[src/rtl/matrix_mult_engine.sv]
// matrix_mult_engine: C = A x B over inferred RAMs, one signed MAC per cycle.
// Define MACC_SATURATE_EN to saturate C to OW bits instead of wrapping.
module matrix_mult_engine #(
    parameter int DIM = 8,
    parameter int DW  = 16,
    parameter int OW  = 32
) (
    input  logic          CLK,
    input  logic          RST_L,
    input  logic [1:0]    wen,
    input  logic [DW-1:0] matrix_a_in,
    input  logic [DW-1:0] matrix_b_in,
    input  logic          start,
    output logic          busy,
    output logic          done,
    input  logic          ren,
    output logic [OW-1:0] matrix_c_out,
    output logic          c_valid
);
    localparam int LD    = $clog2(DIM);
    localparam int AW    = 2 * LD;
    localparam int NE    = DIM * DIM;
    localparam int ACC_W = 2 * DW + LD;

    typedef enum logic [1:0] {IDLE, RUN, DRAIN} state_t;

    state_t state;

    logic [DW-1:0] a_ram [NE];
    logic [DW-1:0] b_ram [NE];
    logic [OW-1:0] c_ram [NE];

    logic [AW-1:0] a_ptr, b_ptr, c_ptr;
    logic [LD-1:0] i_idx, j_idx, k_idx;
    logic [1:0]    drain_cnt;

    logic          s1_v, s1_k0, s1_kl;
    logic [AW-1:0] s1_addr;
    logic [DW-1:0] a_rd, b_rd;

    logic                    s2_v, s2_k0, s2_kl;
    logic [AW-1:0]           s2_addr;
    logic signed [2*DW-1:0]  prod;
    logic signed [ACC_W-1:0] prod_ext;
    logic signed [ACC_W-1:0] acc;

    logic          s3_wr;
    logic [AW-1:0] s3_addr;
    logic [OW-1:0] c_wdata;

    logic idle, a_we, b_we, c_re, issue, last;

    assign idle  = (state == IDLE);
    assign a_we  = idle & wen[1];
    assign b_we  = idle & wen[0];
    assign c_re  = idle & ren;
    assign issue = (state == RUN);
    assign last  = (&i_idx) & (&j_idx) & (&k_idx);

    assign prod_ext = {{LD{prod[2*DW-1]}}, prod};

`ifdef MACC_SATURATE_EN
    localparam logic signed [ACC_W-1:0] C_MAX =
        {{(ACC_W-OW+1){1'b0}}, {(OW-1){1'b1}}};
    localparam logic signed [ACC_W-1:0] C_MIN =
        {{(ACC_W-OW+1){1'b1}}, {(OW-1){1'b0}}};

    always_comb begin
        c_wdata = acc[OW-1:0];
        if (acc > C_MAX)
            c_wdata = C_MAX[OW-1:0];
        else if (acc < C_MIN)
            c_wdata = C_MIN[OW-1:0];
    end
`else
    assign c_wdata = acc[OW-1:0];

    generate
        if (OW < ACC_W) begin : g_drop
            logic unused_acc_hi;
            assign unused_acc_hi = ^acc[ACC_W-1:OW];
        end
    endgenerate
`endif

    // Operand RAMs: load port in IDLE, row-major operand fetch in RUN
    always_ff @(posedge CLK) begin
        if (a_we)
            a_ram[a_ptr] <= matrix_a_in;
        if (issue)
            a_rd <= a_ram[{i_idx, k_idx}];
    end

    always_ff @(posedge CLK) begin
        if (b_we)
            b_ram[b_ptr] <= matrix_b_in;
        if (issue)
            b_rd <= b_ram[{k_idx, j_idx}];
    end

    always_ff @(posedge CLK) begin
        if (s3_wr)
            c_ram[s3_addr] <= c_wdata;
    end

    always_ff @(posedge CLK) begin
        if (!RST_L)
            matrix_c_out <= '0;
        else if (c_re)
            matrix_c_out <= c_ram[c_ptr];
    end

    always_ff @(posedge CLK) begin
        if (!RST_L) begin
            state     <= IDLE;
            busy      <= 1'b0;
            done      <= 1'b0;
            c_valid   <= 1'b0;
            a_ptr     <= '0;
            b_ptr     <= '0;
            c_ptr     <= '0;
            i_idx     <= '0;
            j_idx     <= '0;
            k_idx     <= '0;
            drain_cnt <= '0;
            s1_v      <= 1'b0;
            s1_k0     <= 1'b0;
            s1_kl     <= 1'b0;
            s1_addr   <= '0;
            s2_v      <= 1'b0;
            s2_k0     <= 1'b0;
            s2_kl     <= 1'b0;
            s2_addr   <= '0;
            prod      <= '0;
            acc       <= '0;
            s3_wr     <= 1'b0;
            s3_addr   <= '0;
        end else begin
            done    <= 1'b0;
            c_valid <= c_re;

            s1_v    <= issue;
            s1_k0   <= (k_idx == '0);
            s1_kl   <= &k_idx;
            s1_addr <= {i_idx, j_idx};

            s2_v    <= s1_v;
            s2_k0   <= s1_k0;
            s2_kl   <= s1_kl;
            s2_addr <= s1_addr;
            prod    <= $signed(a_rd) * $signed(b_rd);

            // Load on k=0 so each dot product starts clean
            if (s2_v)
                acc <= s2_k0 ? prod_ext : acc + prod_ext;
            s3_wr   <= s2_v & s2_kl;
            s3_addr <= s2_addr;

            if (c_re)
                c_ptr <= c_ptr + 1'b1;

            unique case (state)
                IDLE: begin
                    if (a_we)
                        a_ptr <= a_ptr + 1'b1;
                    if (b_we)
                        b_ptr <= b_ptr + 1'b1;
                    if (start) begin
                        state <= RUN;
                        busy  <= 1'b1;
                        a_ptr <= '0;
                        b_ptr <= '0;
                        c_ptr <= '0;
                        i_idx <= '0;
                        j_idx <= '0;
                        k_idx <= '0;
                    end
                end
                RUN: begin
                    k_idx <= k_idx + 1'b1;
                    if (&k_idx) begin
                        j_idx <= j_idx + 1'b1;
                        if (&j_idx)
                            i_idx <= i_idx + 1'b1;
                    end
                    if (last) begin
                        state     <= DRAIN;
                        drain_cnt <= '0;
                    end
                end
                DRAIN: begin
                    // Three edges: product, accumulate, final C write
                    drain_cnt <= drain_cnt + 1'b1;
                    if (drain_cnt == 2'd2) begin
                        state <= IDLE;
                        busy  <= 1'b0;
                        done  <= 1'b1;
                        a_ptr <= '0;
                        b_ptr <= '0;
                        c_ptr <= '0;
                    end
                end
                default: begin
                    state <= IDLE;
                    busy  <= 1'b0;
                end
            endcase
        end
    end

endmodule

[config.mk]
export PLATFORM = sky130hd
export DESIGN_NAME = matrix_mult_engine
export DESIGN_NICKNAME = d
export VERILOG_FILES = /design/src/rtl/matrix_mult_engine.sv
export SDC_FILE = /design/constraint.sdc
export NUM_CORES = 2
export LEC_CHECK = 0
export ABC_CLOCK_PERIOD_IN_PS = 8900
export BUFFER_PORTS_ARGS = -buffer_cell sky130_fd_sc_hd__buf_2
export CORE_ASPECT_RATIO = 1.25
export CORE_UTILIZATION = 41
export DETAILED_ROUTE_END_ITERATION = 8
export GPL_ROUTABILITY_DRIVEN = 0
export GPL_TIMING_DRIVEN = 0
export PLACE_DENSITY = 0.58
export SKIP_LAST_GASP = 1
export SYNTH_ARGS = -nofsm -noshare
export SYNTH_HDL_FRONTEND = slang
export SYNTH_SLANG_ARGS = --single-unit
[constraint.sdc]
create_clock -name CLK -period 8.9 [get_ports CLK]
set_input_delay 2.225 -clock CLK [delete_from_list [all_inputs] [get_ports CLK]]
set_output_delay 2.225 -clock CLK [all_outputs]
set_load 0.01 [all_outputs]
-- After elaboration in Yosys (flattened, before gate mapping)
Memory sizes are Yosys's and may differ from the RTL's. A register that Yosys moved wholly into a read port is not among the register bits.
Cells that the tools add are included.
Widths: inputs -> output; s select.
- add/sub/neg operators: 8
- multipliers: 1
- equal/unequal tests: 10
- muxes and demuxes: 35
- bitwise gates (word level): 7
- reductions and logical operators: 18
- operators with widths (operator ; number):
    $mux 6 ; 8
    $pmux 6 s2 ; 3
    $add 35x32->35 ; 1
    $mux 35 ; 1
    $mul 16x16->32 ; 1
    $reduce_and 3->1 ; 8
    $add 6x1->6 const B ; 3
    $pmux 3 s2 ; 3
    $mux 3 ; 4
    $add 3x1->3 const B ; 3
    $mux 1 ; 9
    $mux 2 ; 4
    $and 1x1->1 ; 6
    $ne 2x1->1 const B ; 3
    $ne 3x2->1 const B ; 2
    $pmux 2 s3 ; 1
    $reduce_and 2->1 ; 3
    $reduce_bool 2->1 ; 3
    $eq 2x2->1 const B ; 2
    $ne 2x2->1 const B ; 2
    $pmux 2 s2 ; 1
    $reduce_and 4->1 ; 1
    $logic_not 3->1 ; 1
    $pmux 1 s3 ; 1
    5 further kinds ; 5
- register bits after elaboration: 126
- memory bits (writable): 4096
- bits of input ports: 38
- output and inout port bits: 35
- logic and storage cells: 105
- memories kept: 3
- memories (memory ; depth ; width ; read ports ; clocked after memory_dff ; write ports ; line ; text):
    c_ram ; 64 ; 32 ; 1 ; 1 ; 1 ; 31 ; logic [OW-1:0] c_ram [NE];
    a_ram ; 64 ; 16 ; 1 ; 1 ; 1 ; 29 ; logic [DW-1:0] a_ram [NE];
    b_ram ; 64 ; 16 ; 1 ; 1 ; 1 ; 30 ; logic [DW-1:0] b_ram [NE];

-- Logic depth before layout (Yosys ltp)
- depth in word-level cells: 5
- mapped depth: 24
- mapped depth without buffers: 22

-- Worst setup path after synthesis
OpenSTA, ideal clock, no wires.
- kind: register to register
- from: reg a_rd[15], read port of a_ram
- to: reg prod[29]
- setup time: 0.128 ns
- arrival: 5.990 ns
- slack: 2.783 ns
- stages on the path, launching flop included: 22
- path buffers: 1
- clock period less this slack: 6.117 ns
- cells stage by stage: edfxtp_1 -> clkbuf_1 -> nand2_1 -> inv_1 -> fa_1 -> fa_1 -> fa_1 -> fa_1 -> fa_1 -> inv_1 -> fa_1 -> inv_1 -> ha_1 -> a21o_1 -> a21o_1 -> a21o_1 -> a221oi_1 -> a31oi_1 -> a31o_2 -> a31oi_1 -> xnor2_1 -> nor2_1
- longest elaborated chain between the ends: 1
- ends and longest elaborated chain (item ; line ; text):
    start: declaration ; 39 ; logic [DW-1:0] a_rd, b_rd;
    $mul 16x16->32 ; 151 ; prod <= $signed(a_rd) * $signed(b_rd);
    end signal: assignment ; 151 ;
    end: declaration ; 43 ; logic signed [2*DW-1:0] prod;
Every way passes these cells.
A chain may end at the register's enable or synchronous reset.

-- Worst setup path after layout
- from: reg a_rd[10], read port of a_ram
- to: reg prod[31]
The elaborated chain is that of the path after synthesis.

==> impl_metrics.tcl <==
set metrics [dict create \
    viasPerCell 5.66 \
    p_leak_nw 61.3 \
    clock-root-buffer "clkbuf_16" \
    fin_setup_tns_ns 0 \
    avgSynthCellArea_um2 21.8 \
    cp_data_arrival_time_ns 8.38 \
    async_flop_share 0 \
    worst_r2r_startpoint "a_rd[10]$_DFFE_PP_" \
    hpwl_um 312000 \
    grt_max_degree 67 \
    syn_area_um2 173000 \
    multi_input_area_um2 44400 \
    synth_edf_count 4128 \
    clk_pin_slew_ns 0.07 \
    rrSetupSlack_ns 1.36 \
    start_util 0.413 \
    post-route-period-util 0.848 \
    worstSetupPathType "register to register" \
    setup_violations 0 \
    core_area_um2 420000 \
    place_ws_ns 1.39 \
    crit_required_ns 9.73 \
    cts_tree "yes" \
    path_max_fanout 10 \
    maxSlewViolCount 0 \
    ctsHoldBuffers 0 \
    htreeDepth 5 \
    drtAntennaViolNets 0 \
    synth_warnings 0 \
    num_vias 82785 \
    tightest_slew_ns 1.40 \
    drive_above_1_share 0.284 \
    min_path_cells 1 \
    die_h_um 729 \
    cts_buffer_depth 4 \
    post_cts_buffers 0 \
    postSynthCellCount 7950 \
    min_to "s2_addr[5]$_SDFF_PN0_" \
    hold_start "s1_addr[5]$_SDFF_PN0_" \
    die-area_um2 426000 \
    drv_cap 0 \
    grt_pass1_vias 86314 \
    critPathLaunchType "register" \
    clk_latency_ns 1.01 \
    wl_per_cell_um 31.2 \
    reg2regPathDepth 22 \
    clock_skew_ns 0.0881 \
    die_x_um 584 \
    relSlewSlack 0.0657 \
    grt_pass1_wl_um 645000 \
    port-buffer-count 72 \
    ff_latch_area_um2 127000 \
    hold_class "register to register" \
    synth-seq-cells 4283 \
    final_hold_viol_count 0 \
    area_growth_pct 14.6 \
    ir_worst_vdd_v 0.000861 \
    routed_wl_um 456000 \
    yosysSeqAreaShare 0.733 \
    grt_usage 0.214 \
    synth_flop_cell "edfxtp_1" \
    synth_cell_types 70 \
    fill_cells 34171 \
    rsz0062_at_grt "false" \
    io_pins 73 \
    regToRegEndpoint "prod[31]$_SDFF_PN0_" \
    numCtsBuffers 408 \
    drt_iter0_drc 8554 \
    nets 9058 \
    max_freq_mhz 133 \
    detail_route.first_pass.iterations 7 \
    startpoint "a_rd[10]$_DFFE_PP_" \
    p_per_area_nw_per_um2 262 \
    min_period_ns 7.54 \
    layout_setup_ws_ns 1.36 \
    synthesis.nets 8375 \
    crit_path_end_kind "register" \
    grt_overflow 0 \
    cts_num_sinks 4283 \
    drcViolationCount 0 \
    outcome "finished, final reports clean" \
    core.rowCount 266 \
    cts_resized 0 \
    antenna_found_initial 37 \
]
## synthesized netlist by cell type (16+ instances only)
master    count  area [µm²]
a21o_1       30         225
a21oi_1      99         495
and2_1      156         976
and3_1       16         100
buf_1        43         161
buf_2        88         440
clkbuf_1    248         931
dfxtp_1     155        3100
edfxtp_1   4128      124000
fa_1        263        5270
ha_1        124        1550
inv_1       302        1130
mux4_2     1344       30300
nand2_1     277        1040
nand3_1      25         125
nor2_1      305        1140
o21ai_0      53         265
xnor2_1      38         333
xor2_1       24         210
## power by group
group	internal (mW)	switching (mW)
Clock	9.78	7.64
Sequential	22.3	0.197
Combinational	4.97	7.23
Total	37.0	15.1
## layer usage
layer,vias up,wire length [µm],global-route usage
li1,33993,-,-
met4,22,18600,0.0775
met5,-,118,0
met1,45205,173000,0.269
met3,702,27800,0.0334
met2,2863,236000,0.374
## registers in the layout (all words and copies together) (netlist names), 16 cells and up
name,cells
a_rd,16
matrix_c_out,32
b_ram,1024
b_rd,16
prod,32
acc,32
c_ram,2048
a_ram,1024
## final cells by class
class,count,share of cell area
flip-flops and latches,4283,0.639
plain buffers,398,0.00854
clock buffers,507,0.0546
clock inverters,245,0.0125
inverters,304,0.00574
multi-input cells,2965,0.223
diodes,18,0.000227
well taps,5628,0.0354
repair buffers,273,0.0204
## placed cells by master, fill, tap and decap left out, types with 82 or more instances in the layout
master / count
a21oi_1: 98
and2_1: 156
buf_2: 149
buf_8: 82
clkbuf_1: 323
clkbuf_16: 416
clkinv_1: 85
dfxtp_1: 123
edfxtp_1: 4128
fa_1: 263
ha_1: 124
inv_1: 304
mux4_2: 1344
nand2_1: 277
nor2_1: 117
nor2_2: 126
## through the flow
step	hold slack (ns)	power [mW]	util	instances	instance area (µm²)
2_1_floorplan	0.412	31.2	-	7950	173000
3_3_place_gp	0.424	34.9	0.430	13650	181000
3_5_place_dp	0.423	35.0	0.441	13848	185000
4_1_cts	0.436	52.4	0.473	14600	199000
5_1_grt	0.441	54.2	0.473	14606	199000
6_report	0.436	52.1	0.473	14621	199000
## cell families after synthesis
kind of cell    Yosys count  synth area share
simple gates            873            0.0231
mux                    1357             0.175
compound gates          286            0.0103
xor+xnor                 62           0.00313
buf+inv                 702            0.0163
flops                  4283             0.733
fa+ha+maj               387            0.0393
## worst max path at each step
stage | end | slack (ns) | cells past startpoint
5_1_grt | prod[31]$_SDFF_PN0_ | 1.00 | 22
3_3_place_gp | prod[31]$_SDFF_PN0_ | 1.46 | 22
3_5_place_dp | prod[31]$_SDFF_PN0_ | 1.39 | 22
6_report | prod[31]$_SDFF_PN0_ | 1.36 | 22
2_1_floorplan | prod[29]$_SDFF_PN0_ | 2.78 | 21
4_1_cts | prod[31]$_SDFF_PN0_ | 1.37 | 22
## critical path: stages, from the launching register on
cell,delay [ns]
edfxtp_1,0.71
clkbuf_1,0.55
nand2_1,0.17
fa_1,0.55
fa_1,0.52
fa_1,0.45
fa_1,0.51
inv_1,0.06
fa_1,0.53
inv_1,0.05
fa_1,0.48
inv_1,0.08
ha_1,0.27
clkbuf_1,0.18
o21a_1,0.14
o211ai_1,0.24
o21ai_1,0.16
a221oi_1,0.50
a31oi_1,0.25
a31o_2,0.32
a31oi_1,0.28
o21ai_0,0.12
o311ai_1,0.21
No activity file was read; power rests on OpenSTA's default activity.
